`src/rtl/ahbl_sram_ctrl_pkg.sv`:
```
// Shared AHB-Lite encodings and byte-lane helpers for the SRAM controller.
// Latency: n/a (types, constants and pure functions only).
// Backpressure: n/a.
//
// Contents:
//   htrans_e      - AHB HTRANS encodings
//   HSIZE_*       - AHB HSIZE encodings used by the controller
//   fwd_t         - captured forwarding bytes (lane mask + data)
//   be_from_size  - byte-lane mask for a transfer of a given size and offset
package ahbl_sram_ctrl_pkg;

    localparam int W_BUS  = 32;
    localparam int W_LANE = W_BUS / 8;

    typedef enum logic [1:0] {
        HTRANS_IDLE   = 2'd0,
        HTRANS_BUSY   = 2'd1,
        HTRANS_NONSEQ = 2'd2,
        HTRANS_SEQ    = 2'd3
    } htrans_e;

    localparam logic [2:0] HSIZE_BYTE = 3'd0;
    localparam logic [2:0] HSIZE_HALF = 3'd1;
    localparam logic [2:0] HSIZE_WORD = 3'd2;

    // Bytes captured for a read that must be overlaid on the SRAM output.
    typedef struct packed {
        logic [W_LANE-1:0] be;
        logic [W_BUS-1:0]  data;
    } fwd_t;

    // Lane mask of the bytes touched by a transfer. Anything wider than a
    // word is clamped to the full word, since the bus is only 32 bits.
    function automatic logic [W_LANE-1:0] be_from_size(input logic [2:0] hsize,
                                                       input logic [1:0] addr_lo);
        logic [W_LANE-1:0] be;
        case (hsize)
            HSIZE_BYTE: be = 4'b0001 << addr_lo;
            HSIZE_HALF: be = addr_lo[1] ? 4'b1100 : 4'b0011;
            default:    be = 4'b1111;
        endcase
        return be;
    endfunction

endpackage

```
`src/rtl/ahbl_sram_ctrl.sv`:
```
// AHB-Lite slave driving a single-port synchronous SRAM with byte enables.
// Latency: zero wait states; read data returned in the data phase after one SRAM cycle.
// Backpressure: never stalls the bus (HREADYOUT tied high); write/read port conflicts absorbed by a one-entry write buffer.
//
// Ports:
//   clk, rst_n          - clock, asynchronous active-low reset
//   ahbls_*             - AHB-Lite slave interface (address phase inputs, hwdata/hrdata in data phase)
//   sram_addr/wen/wdata - SRAM request for this cycle (wen=0 means read or idle)
//   sram_rdata          - SRAM data for the address presented on the previous cycle
module ahbl_sram_ctrl
    import ahbl_sram_ctrl_pkg::*;
#(
    parameter int W_DATA      = 32,
    parameter int W_ADDR      = 32,
    parameter int DEPTH       = 2048,
    parameter int W_SRAM_ADDR = $clog2(DEPTH)
) (
    input  logic                    clk,
    input  logic                    rst_n,

    input  logic                    ahbls_hready,
    output logic                    ahbls_hready_resp,
    output logic                    ahbls_hresp,
    input  logic [W_ADDR-1:0]       ahbls_haddr,
    input  logic                    ahbls_hwrite,
    input  logic [1:0]              ahbls_htrans,
    input  logic [2:0]              ahbls_hsize,
    input  logic [W_DATA-1:0]       ahbls_hwdata,
    output logic [W_DATA-1:0]       ahbls_hrdata,

    output logic [W_SRAM_ADDR-1:0]  sram_addr,
    output logic [W_DATA/8-1:0]     sram_wen,
    output logic [W_DATA-1:0]       sram_wdata,
    input  logic [W_DATA-1:0]       sram_rdata
);

    localparam int W_BE = W_DATA / 8;

    // ------------------------------------------------------------------
    // Address phase decode
    // ------------------------------------------------------------------
    logic                   aph_vld;
    logic                   rd_aph;
    logic                   wr_aph;
    logic [W_SRAM_ADDR-1:0] aph_word;
    logic [W_BE-1:0]        aph_be;

    assign aph_vld  = ahbls_hready &&
                      ((ahbls_htrans == HTRANS_NONSEQ) || (ahbls_htrans == HTRANS_SEQ));
    assign rd_aph   = aph_vld && !ahbls_hwrite;
    assign wr_aph   = aph_vld &&  ahbls_hwrite;
    // Upper address bits are dropped on purpose: the array aliases modulo DEPTH.
    assign aph_word = ahbls_haddr[W_SRAM_ADDR+1:2];
    assign aph_be   = be_from_size(ahbls_hsize, ahbls_haddr[1:0]);

    logic unused_haddr_hi;
    assign unused_haddr_hi = ^ahbls_haddr[W_ADDR-1:W_SRAM_ADDR+2];

    // ------------------------------------------------------------------
    // Data phase and write buffer state
    // ------------------------------------------------------------------
    logic                   wdp_vld;
    logic [W_SRAM_ADDR-1:0] wdp_addr;
    logic [W_BE-1:0]        wdp_be;
    logic                   rdp_vld;

    logic                   wbuf_vld;
    logic [W_SRAM_ADDR-1:0] wbuf_addr;
    logic [W_BE-1:0]        wbuf_be;
    logic [W_DATA-1:0]      wbuf_data;

    fwd_t                   fwd;
    fwd_t                   fwd_nxt;

    logic                   wbuf_load;
    logic                   wbuf_drain;

    // A write data phase that meets a read address phase loses the port;
    // its data only exists this cycle, so it is parked in the buffer.
    assign wbuf_load = wdp_vld && rd_aph;

    // ------------------------------------------------------------------
    // SRAM port arbitration: read address > write data phase > buffer drain
    // ------------------------------------------------------------------
    always_comb begin
        sram_addr  = aph_word;
        sram_wen   = '0;
        sram_wdata = ahbls_hwdata;
        wbuf_drain = 1'b0;
        if (rd_aph) begin
            sram_addr = aph_word;
        end else if (wdp_vld) begin
            sram_addr  = wdp_addr;
            sram_wen   = wdp_be;
            sram_wdata = ahbls_hwdata;
        end else if (wbuf_vld) begin
            sram_addr  = wbuf_addr;
            sram_wen   = wbuf_be;
            sram_wdata = wbuf_data;
            wbuf_drain = 1'b1;
        end
    end

    // ------------------------------------------------------------------
    // Store-to-load forwarding. The SRAM read issued this cycle cannot see
    // a write still sitting in the data phase or in the buffer, so those
    // bytes are captured now and overlaid when sram_rdata returns. The
    // data phase write is the younger of the two and wins.
    // ------------------------------------------------------------------
    always_comb begin
        fwd_nxt.be   = '0;
        fwd_nxt.data = ahbls_hwdata;
        if (wdp_vld && (wdp_addr == aph_word)) begin
            fwd_nxt.be   = wdp_be;
            fwd_nxt.data = ahbls_hwdata;
        end else if (wbuf_vld && (wbuf_addr == aph_word)) begin
            fwd_nxt.be   = wbuf_be;
            fwd_nxt.data = wbuf_data;
        end
    end

    // ------------------------------------------------------------------
    // State registers
    // ------------------------------------------------------------------
    always_ff @(posedge clk or negedge rst_n) begin
        if (!rst_n) begin
            wdp_vld   <= 1'b0;
            wdp_addr  <= '0;
            wdp_be    <= '0;
            rdp_vld   <= 1'b0;
            wbuf_vld  <= 1'b0;
            wbuf_addr <= '0;
            wbuf_be   <= '0;
            wbuf_data <= '0;
            fwd       <= '0;
        end else begin
            wdp_vld <= wr_aph;
            rdp_vld <= rd_aph;
            if (wr_aph) begin
                wdp_addr <= aph_word;
                wdp_be   <= aph_be;
            end
            // Load and drain are mutually exclusive (load needs a read
            // address phase, which blocks the drain), and a write address
            // phase always leaves the port free to drain, so a loaded
            // buffer is empty again before the next write data phase.
            if (wbuf_load) begin
                wbuf_vld  <= 1'b1;
                wbuf_addr <= wdp_addr;
                wbuf_be   <= wdp_be;
                wbuf_data <= ahbls_hwdata;
            end else if (wbuf_drain) begin
                wbuf_vld  <= 1'b0;
            end
            if (rd_aph) begin
                fwd <= fwd_nxt;
            end
        end
    end

    // ------------------------------------------------------------------
    // Read data: byte-wise merge of forwarded bytes over SRAM output.
    // Held at zero outside a read data phase so an uninitialised SRAM
    // never leaks X onto the bus.
    // ------------------------------------------------------------------
    logic [W_DATA-1:0] rdata_merged;

    always_comb begin
        rdata_merged = sram_rdata;
        for (int i = 0; i < W_BE; i++) begin
            if (fwd.be[i]) begin
                rdata_merged[i*8 +: 8] = fwd.data[i*8 +: 8];
            end
        end
    end

    assign ahbls_hrdata      = rdp_vld ? rdata_merged : '0;
    assign ahbls_hready_resp = 1'b1;
    assign ahbls_hresp       = 1'b0;

endmodule
```
`config.mk`:
```
export PLATFORM = sky130hd
export DESIGN_NAME = ahbl_sram_ctrl
export DESIGN_NICKNAME = d
export VERILOG_FILES = /design/src/rtl/ahbl_sram_ctrl_pkg.sv /design/src/rtl/ahbl_sram_ctrl.sv
export SDC_FILE = /design/constraint.sdc
export NUM_CORES = 1
export LEC_CHECK = 0
export ABC_AREA = 1
export BUFFER_PORTS_ARGS = -buffer_cell sky130_fd_sc_hd__buf_2
export CORE_ASPECT_RATIO = 1.1
export CORE_MARGIN = 1.5
export CORE_UTILIZATION = 52
export DETAILED_ROUTE_END_ITERATION = 7
export PLACE_DENSITY = 0.87
export SLEW_MARGIN = 20
export SYNTH_ARGS = -nofsm -noshare
export SYNTH_HDL_FRONTEND = slang
export SYNTH_SLANG_ARGS = --single-unit
```
`constraint.sdc`:
```
create_clock -name clk -period 1.85 [get_ports clk]
set_input_delay 0.185 -clock clk [delete_from_list [all_inputs] [get_ports clk]]
set_output_delay 0.185 -clock clk [all_outputs]
set_load 0.05 [all_outputs]
```
; Word-level counts from Yosys, hierarchy flattened
; Cells that the tools add are included.
[word_totals]
output_inout_bits = 81
input_bits = 105
elab_cells = 49
regBits = 101
[classes]
n_reduce_logical = 10
mux = 23
eq_ne = 5
n_shift = 1
[op_table]
columns = cell, count
row1 = $mux 32, 4
row2 = $mux 36, 2
row3 = $mux 11, 3
row4 = $mux 8, 4
row5 = $eq 11x11->1, 2
row6 = $mux 4, 4
row7 = $pmux 4 s2, 1
row8 = $logic_and 1x1->1, 6
row9 = $mux 1, 5
row10 = $eq 2x2->1 const B, 2
row11 = $shl 1x2->4 const A, 1
row12 = $eq 3x1->1 const B, 1
row13 = $logic_not 3->1, 1
row14 = $reduce_bool 2->1, 1
row15 = $logic_not 1->1, 1
row16 = $logic_or 1x1->1, 1

; Logic depth before layout (Yosys ltp)
; Gate-level depths: netlist of the first run.
[logic_depth]
ltp_word = 7
mapped_depth = 13
depth_no_buf = 12

; Least setup slack after synthesis of the first run
; No wires, ideal clock.
[synth_path]
path_kind = reg-to-output
start = register wdp_vld
end = output port sram_addr[7]
path_stages_with_launch = 5
required_ns = 1.665
path_slack_ns = -0.502
arrival_time_ns = 2.167
cell_sequence = dfrtp_1 > clkbuf_1 > nor3_2 > clkbuf_1 > a221oi_1
[synth_between]
elab_chain_cells = 2
[synth_rtl]
columns = element, line_no
row1 = start: declaration, ahbl_sram_ctrl.sv:62  ; logic wdp_vld;
row2 = start signal: assignment, ahbl_sram_ctrl.sv:137  ; wdp_vld <= wr_aph;
row3 = $mux 11, ahbl_sram_ctrl.sv:92  ; end else if (wdp_vld) begin
row4 = $mux 11, ahbl_sram_ctrl.sv:90  ; if (rd_aph) begin
row5 = end: declaration, ahbl_sram_ctrl.sv:31  ; output logic [W_SRAM_ADDR-1:0] sram_addr,
; Every way passes these cells.

; Worst setup path after layout of the first run
[layout_path]
start = register wdp_vld
end = output port sram_addr[8]
; The elaborated chain is that of the path after synthesis.

==> results of run 1 <==
how the worst max path moves through the flow:
| stage | start | end | slack [ps] | cells past startpoint |
|---|---|---|---|---|
| after CTS | wbuf_vld | sram_addr[3] | -20 | 6 |
| after detailed placement | wdp_vld | sram_addr[3] | 130 | 5 |
| after global routing | wbuf_vld | sram_addr[3] | -110 | 6 |
| after floorplan | wdp_vld | sram_wdata[10] | -310 | 4 |
| final | wdp_vld | sram_addr[8] | -70 | 5 |
| after global placement | wdp_vld | sram_wdata[12] | 170 | 5 |
through the flow:
stage	setup WS [ps]	power, W
after floorplan	-309	0.00502
after global placement	171	0.00572
after detailed placement	135	0.00580
after CTS	-20.9	0.00797
after global routing	-107	0.00874
final	-72.4	0.00832
power by group through the flow:
| stage | combinational, W | sequential, W | clock (W) |
|---|---|---|---|
| final | 0.00358 | 0.00296 | 0.00178 |
| after global routing | 0.00383 | 0.00301 | 0.00190 |
| after CTS | 0.00326 | 0.00292 | 0.00179 |
| after detailed placement | 0.00285 | 0.00295 | 0 |
| after global placement | 0.00279 | 0.00294 | 0 |
| after floorplan | 0.00218 | 0.00284 | 0 |
synth_stat cells:
master / number
a211oi_1: 2
a21oi_1: 6
a221oi_1: 6
a22oi_1: 4
a32o_1: 4
buf_1: 1
buf_2: 16
buf_4: 3
buf_8: 3
clkbuf_1: 25
clkinv_1: 3
conb_1: 2
dfrtp_1: 101
inv_1: 106
inv_2: 9
nand2_1: 214
nand2_2: 31
nand2_4: 2
nand3_1: 75
nand3_2: 1
nor2_1: 83
nor2_4: 2
nor2_8: 1
nor3_1: 9
nor3_2: 2
o21ai_0: 125
o21ai_1: 3
o221a_2: 1
o22ai_1: 2
o32ai_1: 1
xnor2_1: 4
worst reg2reg max path: cells and delay by family (launching register included):
kind / cells / cell delay, ps
buf+inv: 3 / 350
flops: 1 / 370
simple gates: 10 / 960
sequential cells by signal, indices dropped and copies added, names as in the netlist:
register / count
wbuf_vld: 1
wdp_vld: 1
wdp_addr: 11
rdp_vld: 1
wbuf_be: 4
fwd: 36
wbuf_data: 32
wbuf_addr: 11
wdp_be: 4
kinds of logic after synthesis:
family                 Yosys count  synth area share (%)
XOR/XNOR                         4                 0.591
other                            2                 0.127
flip-flops                     101                  42.7
AND/OR/NAND/NOR                420                  30.8
AO/OA/AOI/OAI                  154                  14.2
buffers and inverters          166                  11.6
final cells by class:
type                       instances  area [um2]
clock buffer                      12         256
clock inverter                     3        21.3
fill                             847        3040
inverter                         118         444
multi-input combinational        580        3000
sequential                       101        2530
tap                              147         184
timing repair buffer             202        1540
metal layers:
layer,GRT usage [%],wire length [um],vias up
li1,-,-,2999
met1,34.7,6970,2922
met2,48.2,9030,249
met3,3.40,951,43
met4,11.4,430,0
met5,0,0,-
repair_timing:
| action | 4_1_cts | 5_1_grt |
|---|---|---|
| setup buffers | 6 | 4 |
| hold buffers | 1 | 0 |
| setup endpoints to repair | 47 | 60 |
| resized for setup | 74 | 55 |
| pin swaps | 1 | 3 |
| hold endpoints to repair | 23 | 0 |
| cloned | 2 | 3 |
==> results.md, run 1 <==
- Outcome: complete, but fails checks
- Violations in the final reports: negative setup slack
- Cell-internal power: 0.00489 W
- Syn Inst Count: 847
- Slowest cell delay on critical path: between 400 and 500 ps
- TritonCTS Buffers: 9
- Area share of the largest cell type after synthesis: 42.7%
- Most common cell after layout, fill and taps aside: nand2_1
- Final core occ: 72.4%
- Clock transition at path regs: 70 ps
- Final setup margin: -72.4 ps
- Commonest non-fill, non-tap cells in the layout: 205 x nand2_1, 116 x buf_2, 105 x inv_1
- Die Area: 12000 um2
- Grt total ovfl: 0
- WL per Instance: 14.9 um
- Buffers from clock root to sink, at most: 2
- Setup crit start kind: register
- Slowest stage cell, crit path: dfrtp_2
- HP Class: primary input to register
- Number of global-route vias before repair: 5880
- Mean Syn Cell Area: 6.99 um2
- Largest net degree at the start of global routing: 64
- Tcrit/Tclk final: 104%
- Sequential power share: 35.6%
- Max Slew Vio Count: 0
- Pre-Repair DR Iteration Count: 5
- Peak VDD IR: 0.000640 V
- Die Ht: 115 um
- Switch share: between 40 and 50%
- I/O pin count: about 190
- MaxCap Viol Count: 0
- Clock power share: a little over a fifth
- Antenna cells: 0
- Netlist cell types: 31
- Post-DP HPWL: 10900 um
- Post-Place Cells: around 1100
- Core Region: 11000 um2
- R2R Path End: fwd[9]
- Area leader, netlist: dfrtp_1
- Ys Warns: 0
- Kind of cell adding the most delay to the critical path: flip-flops
- Lkg Pwr: roughly 4.2 nW
- Synth Register Bits: 101
- Worst Path Max Fanout: 5
- CTS sink cnt: around 100
- Initial core utilization: 53.8%
- Final setup fails: 32
- Power share of the combinational group: between 40% and 50%
- Power Density: roughly 1000 nW/um2
- Hold Vio Cnt, Final: 0
- Via count: 6213
- Buffers on Ports: 163
- Post-synthesis cell area: a little under 6000 um2
- RSZ-0062 raised after global routing: true
- Clock Tree Root: clkbuf_16
- Crit Path Class: register to output port
- Sw power: 0.00343 W
- Rows: 40
- Upper clock frequency limit: around 520 MHz
- Gp weighted congestion: 0.908
- DRC: 0
- CP bufs+invs: 3
- First-pass GRT wire length: 26800 um
- Clock Latency Late Sink: approximately 340 ps
- Worst path required time: 1660 ps
- Synth area leaders: dfrtp_1 43%, nand2_1 14%, o21ai_0 11%
- Design Area, Final: 7980 um2
- Die W: 105 um
- CTS H-tree depth: 3
- Worst Setup End Kind: output port
- Setup_tns: -973 ps
- Layout cells sized above 1: 30.6%
- Minimum clock period: 1920 ps
- Total track usage: 27.5%
- FF-to-FF Start: wbuf_addr[3]
- Final hold slack: 98.0 ps
- Worst Hold Endpoint: wdp_addr[5]
- Post-DRT Antenna Nets: 0
- Cell Area, Placed: between 7000 and 8000 um2
- Syn Nets: around 950
- Total Routed Length: 17400 um
- Worst path cell trace: nor3_4 -> buf_4 -> inv_1 -> o221a_2 -> buf_6
- Fin cells: 1163
- R2R depth: 13
- Hold Startpoint: ahbls_haddr[7]
- Initial antenna violation count: 0
- Crit path DAT: 1740 ps
- Final net count: 1117
- DR iter-0 viols: 413
- Vias/cell: 5.34
- Area growth from synthesis to layout: 34.6%
- Clk_skew: 9.66 ps
- Seq/Total Area, Yosys: 42.7%
- Worst Hold Depth: 3
- CTS tree: done
- R2r setup slk: about 110 ps
No activity file was read; power rests on OpenSTA's default activity.
==> run 2: changes to the inputs <==
- CELL_PAD_IN_SITES_DETAIL_PLACEMENT: not set -> 0
- CELL_PAD_IN_SITES_GLOBAL_PLACEMENT: not set -> 2
- CORE_UTILIZATION: 52 -> 28
- PLACE_DENSITY: 0.87 -> 0.88
==> run 2 against run 1 <==
Net effect: the run still ends with negative setup slack left; core utilization shrank 33 points; worst hold slack lost 7.1 ps; largest cell class unchanged; count of clock-buffer cells in the layout shrank 3; critical path type unchanged; total power grew 3.6%; largest power group unchanged; setup slack gained 34 ps; critical path depth grew 3.
==> results.md, run 2 (synthesis results as in run 1) <==
- Final setup margin: -38.2 ps (was -72.4 ps)
- Commonest non-fill, non-tap cells in the layout: 212 x nand2_1, 115 x buf_2, 106 x o21ai_0 (was 205 x nand2_1, 116 x buf_2, 105 x inv_1)
- Worst Hold Endpoint: wdp_addr[5] (unchanged)
- Worst Path Max Fanout: 5 (unchanged)
- Pre-Repair DR Iteration Count: 5 (unchanged)
- Grt total ovfl: 0 (unchanged)
- Worst Hold Depth: 3 (unchanged)
- TritonCTS Buffers: 9 (unchanged)
- HP Class: primary input to register (unchanged)
- CTS tree: done (unchanged)
- CTS sink cnt: 101 (unchanged)
- Outcome: complete, but fails checks (unchanged)
- Minimum clock period: 1890 ps (was 1920 ps)
- Die Ht: 156 um (was 115 um)
- Final setup fails: 19 (was 32)
- Die W: 142 um (was 105 um)
- MaxCap Viol Count: 0 (unchanged)
- Post-DRT Antenna Nets: 0 (unchanged)
- DR iter-0 viols: 306 (was 413)
- Largest Register: fwd (unchanged)
- Number of global-route vias before repair: 5763 (was 5880)
- Crit Path Class: register to output port (unchanged)
- Core Region: 20600 um2 (was 11000 um2)
- Hold Vio Cnt, Final: 0 (unchanged)
- First-pass GRT wire length: 29700 um (was 26800 um)
- Setup crit start kind: register (unchanged)
- Worst Setup End Kind: output port (unchanged)
- Rows: 55 (was 40)
- Hold Startpoint: ahbls_haddr[7] (unchanged)
- Die Area: 22000 um2 (was 12000 um2)
- R2R depth: 12 (was 13)
- Initial core utilization: 28.7% (was 53.8%)
- Antenna cells: 0 (unchanged)
- CTS H-tree depth: 3 (unchanged)
- Buffers on Ports: 163 (unchanged)
- Upper clock frequency limit: 530 MHz (was 520 MHz)
- Crit path DAT: 1700 ps (was 1740 ps)
- Buffers from clock root to sink, at most: 2 (unchanged)
- Final Power: 0.00862 W (was 0.00832 W)
- Worst path required time: 1660 ps (about the same)
- Total Routed Length: 18300 um (was 17400 um)
- RSZ-0062 raised after global routing: true (unchanged)
- Tcrit/Tclk final: 102% (was 104%)
- Most common cell after layout, fill and taps aside: nand2_1 (unchanged)
- Max Slew Vio Count: 0 (unchanged)
- I/O pin count: 186 (unchanged)
- Area growth from synthesis to layout: 37.1% (was 34.6%)
- R2r setup slk: 200 ps (was 110 ps)
- Largest regs: fwd: 36 flops, wbuf_data: 32 flops (unchanged)
- Clk_skew: 11.4 ps (was 9.66 ps)
- WL per Instance: 14.4 um (was 14.9 um)
- Lkg Pwr: 4.19 nW (was 4.25 nW)
- Via count: 5879 (was 6213)
- Cell Area, Placed: 7240 um2 (was 7060 um2)
- Post-DP HPWL: 12500 um (was 10900 um)
- R2R Path End: fwd[3] (was fwd[9])
- Total track usage: 17.1% (was 27.5%)
- Fin cells: 1270 (was 1163)
- Clock Tree Root: clkbuf_16 (unchanged)
- Vias/cell: 4.63 (was 5.34)
- Design Area, Final: 8120 um2 (was 7980 um2)
- Max FFs per register: 36 (unchanged)
- Clock transition at path regs: 70 ps (about the same)
- Layout cells sized above 1: 31.5% (was 30.6%)
- Violations in the final reports: negative setup slack (unchanged)
- Final net count: 1115 (was 1117)
- DRC: 0 (unchanged)
- Final hold slack: 90.9 ps (was 98.0 ps)
- FF-to-FF Start: wdp_addr[6] (was wbuf_addr[3])
- Gp weighted congestion: 0.768 (was 0.908)
- Power Density: 1060 nW/um2 (was 1040 nW/um2)
- Post-Place Cells: 1244 (was 1132)
- Initial antenna violation count: 0 (unchanged)
- Largest net degree at the start of global routing: 66 (was 64)
- Peak VDD IR: 0.000429 V (was 0.000640 V)
- Clock Latency Late Sink: 350 ps (was 340 ps)
==> run 2: metal layers <==
metal / up-vias / track usage, % / wire, um
li1: 2997 / - / -
met1: 2743 / 22.4 / 8520
met2: 120 / 29.1 / 8930
met3: 19 / 1.96 / 555
met4: 0 / 6.28 / 319
met5: - / 0 / 0
==> run 2: layout make-up <==
cell class	count	area (um2)
multi-input cells	580	3000
repair buffers	200	1490
clock buffers	9	225
well taps	256	320
fillers	2199	12500
flip-flops and latches	101	2530
clock inverters	6	111
inverters	118	443
==> run 2: report_power, final <==
group | switching [W] | internal, W
registers | 0.000335 | 0.00259
clock network | 0.000873 | 0.00132
logic | 0.00223 | 0.00127
total | 0.00344 | 0.00518
==> run 2: worst max-delay path by stage <==
stage / start / endpoint / cells after the start
2_1_floorplan: wdp_vld / sram_wdata[10] / 4
3_3_place_gp: wdp_vld / sram_wdata[16] / 6
3_5_place_dp: wdp_vld / sram_wdata[25] / 6
4_1_cts: wbuf_vld / sram_wdata[18] / 8
5_1_grt: wbuf_vld / sram_wdata[12] / 8
6_report: wbuf_vld / sram_wdata[12] / 8
==> run 2: through the flow <==
step / util [%] / setup WS [ps] / setup TNS (ps)
floorplan: - / -309 / -8110
global placement: 35.1 / 109 / 0
detailed placement: 35.1 / 68.1 / 0
CTS: 38.7 / -58.6 / -847
global route: 39.3 / -133 / -3530
finish: 39.3 / -38.2 / -216
==> run 2: critical path: stages (launching register included) <==
cell	delay [ps]
dfrtp_1	350
inv_2	60
nor3_4	190
buf_6	160
buf_12	140
buf_4	110
nand2_1	60
o21ai_2	90
buf_6	190
==> run 2: timing repair <==
item / CTS / global route
endpoints found under the hold margin: 19 / 0
setup endpoints to repair: 55 / 91
pin swaps: 2 / 3
gates cloned: 2 / 1
hold buffers: 1 / 0
gates resized for setup: 93 / 39
buffers inserted: 7 / 1
==> run 3: changes to the inputs <==
- PLACE_DENSITY: 0.88 -> not set
- PLACE_DENSITY_LB_ADDON: not set -> 0.05
- RECOVER_POWER: not set -> 50
==> run 3 against run 2 <==
Net effect: the flow still finishes with violations (negative setup slack); non-clock buffer count grew 16; clock power shrank 5%; cell count grew 1.4%; fmax shrank 1.7%; critical path depth shrank 1; setup slack lost 32 ps; highest routed layer unchanged.
==> results.md, run 3 (synthesis results as in run 1) <==
- Outcome: complete, but fails checks (unchanged)
- Violations in the final reports: negative setup slack (unchanged)
- CTS H-tree depth: 3 (unchanged)
- Post-DP HPWL: 13100 um (was 12500 um)
- Area occupied by multi-input gates: 3100 um2 (was 3000 um2)
- Die Ht: 156 um (unchanged)
- Seq. cell area: 2530 um2 (about the same)
- DRC: 0 (unchanged)
- Rows: 55 (unchanged)
- Max FFs per register: 36 (unchanged)
- Crit Path Class: register to output port (unchanged)
- Hold Startpoint: ahbls_haddr[2] (was ahbls_haddr[7])
- Grt met3 use: 2.98% (was 1.96%)
- Die W: 142 um (unchanged)
- WL per Instance: 15.8 um (was 14.4 um)
- Hold Vio Cnt, Final: 0 (unchanged)
- Pre-Repair DR Iteration Count: 4 (was 5)
- Fill count: 2240 (was 2199)
- Peak VDD IR: 0.000472 V (was 0.000429 V)
- Commonest non-fill, non-tap cells in the layout: 198 x nand2_1, 114 x buf_2, 100 x inv_1, 100 x dfrtp_1, 99 x o21ai_0 (was 212 x nand2_1, 115 x buf_2, 106 x o21ai_0)
- Worst Hold Endpoint: wdp_addr[0] (was wdp_addr[5])
- Largest net degree at the start of global routing: 53 (was 66)
- Largest regs: fwd: 36 flops, wbuf_data: 32 flops (unchanged)
- Clock transition at path regs: 70 ps (about the same)
- Post-DRT Antenna Nets: 0 (unchanged)
- Upper clock frequency limit: 521 MHz (was 530 MHz)
- Power Density: 1050 nW/um2 (was 1060 nW/um2)
- Via count: 6000 (was 5879)
- Core Region: 20600 um2 (unchanged)
- Worst Path Max Fanout: 7 (was 5)
- Setup crit start kind: register (unchanged)
- Initial core utilization: 28.7% (unchanged)
- Met1 usage: 24.6% (was 22.4%)
- Slew headroom: a little over a third
- Max Slew Vio Count: 0 (unchanged)
- Actual slew at the worst max-slew pin: 973 ps
- Clk_skew: 10.5 ps (was 11.4 ps)
- Most common cell after layout, fill and taps aside: nand2_1 (unchanged)
- Largest Register: fwd (unchanged)
- Area growth from synthesis to layout: 42.8% (was 37.1%)
- HP Class: primary input to register (unchanged)
- RSZ-0062 raised after global routing: true (unchanged)
- R2r setup slk: 110 ps (was 200 ps)
- Tcrit/Tclk final: 104% (was 102%)
- Crit path DAT: 1740 ps (was 1700 ps)
- Fin cells: 1288 (was 1270)
- DR iter-0 viols: 245 (was 306)
- Clock Tree Root: clkbuf_16 (unchanged)
- Initial antenna violation count: 1 (was 0)
- FF-to-FF Start: wbuf_addr[2] (was wdp_addr[6])
- Total Routed Length: 20300 um (was 18300 um)
- Global-route track usage on met2: 31.5% (was 29.1%)
- Total track usage: 18.5% (was 17.1%)
- Final setup fails: 40 (was 19)
- Worst path required time: 1660 ps (about the same)
- Buffers on Ports: 163 (unchanged)
- Top Usage Layer GRT: met2 (unchanged)
- Setup_tns: -1180 ps (was -216 ps)
- Vias/cell: 4.66 (was 4.63)
- I/O pin count: 186 (unchanged)
- TritonCTS Buffers: 9 (unchanged)
- First-pass GRT wire length: 31600 um (was 29700 um)
- Post-Place Cells: 1248 (was 1244)
- Gp weighted congestion: 0.742 (was 0.768)
- Minimum clock period: 1920 ps (was 1890 ps)
- Final setup margin: -70.4 ps (was -38.2 ps)
- MaxCap Viol Count: 0 (unchanged)
- Clock Latency Late Sink: 360 ps (was 350 ps)
- Final net count: 1131 (was 1115)
- CTS tree: done (unchanged)
- R2R Path End: fwd[15] (was fwd[3])
- R2R depth: 12 (unchanged)
- Lkg Pwr: 4.41 nW (was 4.19 nW)
- Worst Setup End Kind: output port (unchanged)
- Layout cells sized above 1: 33.4% (was 31.5%)
- CTS sink cnt: 101 (unchanged)
- Buffers from clock root to sink, at most: 2 (unchanged)
- Die Area: 22000 um2 (unchanged)
- Number of global-route vias before repair: 5899 (was 5763)
- Grt total ovfl: 0 (unchanged)
- Worst Hold Depth: 3 (unchanged)
run 3: layout make-up:
| class | count | share of cell area (%) |
|---|---|---|
| Sequential cell | 101 | 29.9 |
| Multi-Input combinational cell | 580 | 36.6 |
| Clock inverter | 6 | 1.02 |
| Inverter | 118 | 5.31 |
| Tap cell | 256 | 3.79 |
| Antenna cell | 1 | 0.0296 |
| Clock buffer | 10 | 2.71 |
| Timing Repair Buffer | 216 | 20.6 |
run 3: metal layers:
layer	vias to the layer above	share of wire [%]
li1	3047	-
met1	2816	48
met2	121	48
met3	16	2.9
met4	0	1.4
met5	-	0
run 3: repair_timing:
action	CTS	global route
buffers inserted	9	5
hold buffers	1	0
gates cloned	6	3
gates resized for setup	142	35
pin swaps	5	5
setup endpoints to repair	47	91
endpoints found under the hold margin	28	0
run 3: where the power goes:
part | internal [W] | leakage (nW) | switching, W | total, W
logic | 0.00149 | 2.99 | 0.00238 | 0.00387
clock network | 0.00119 | 0.153 | 0.000904 | 0.00209
registers | 0.00259 | 1.27 | 0.000343 | 0.00294
run 3: how the worst max path moves through the flow:
stage               startpoint        endpoint  slack, ps
floorplan              wdp_vld  sram_wdata[10]       -310
global placement      wbuf_vld     sram_wen[2]         90
detailed placement     wdp_vld  sram_wdata[15]         70
CTS                   wbuf_vld   sram_wdata[7]        -90
global route          wbuf_vld   sram_wdata[7]       -150
finish                 wdp_vld  sram_wdata[11]        -70
run 3: worst max-delay path: stages, from the launching register on:
cell and delay (ps):
dfrtp_2 460, nor3_4 150, buf_8 190, buf_12 160
buf_16 140, nand2_2 50, o21ai_2 50, buf_6 170
run 3: metrics by stage:
| step | power, W | setup WS [ps] | utilization, % | instance area (um2) | hold WS, ps |
|---|---|---|---|---|---|
| finish | 0.00890 | -70.4 | 41.0 | 8460 | 75.4 |
| global route | 0.00944 | -148 | 41.0 | 8460 | 102 |
| floorplan | 0.00502 | -309 | - | 6040 | -111 |
| detailed placement | 0.00591 | 71.5 | 35.2 | 7260 | 183 |
| global placement | 0.00589 | 85.7 | 35.2 | 7260 | 192 |
| CTS | 0.00891 | -88.1 | 40.0 | 8250 | 62.5 |
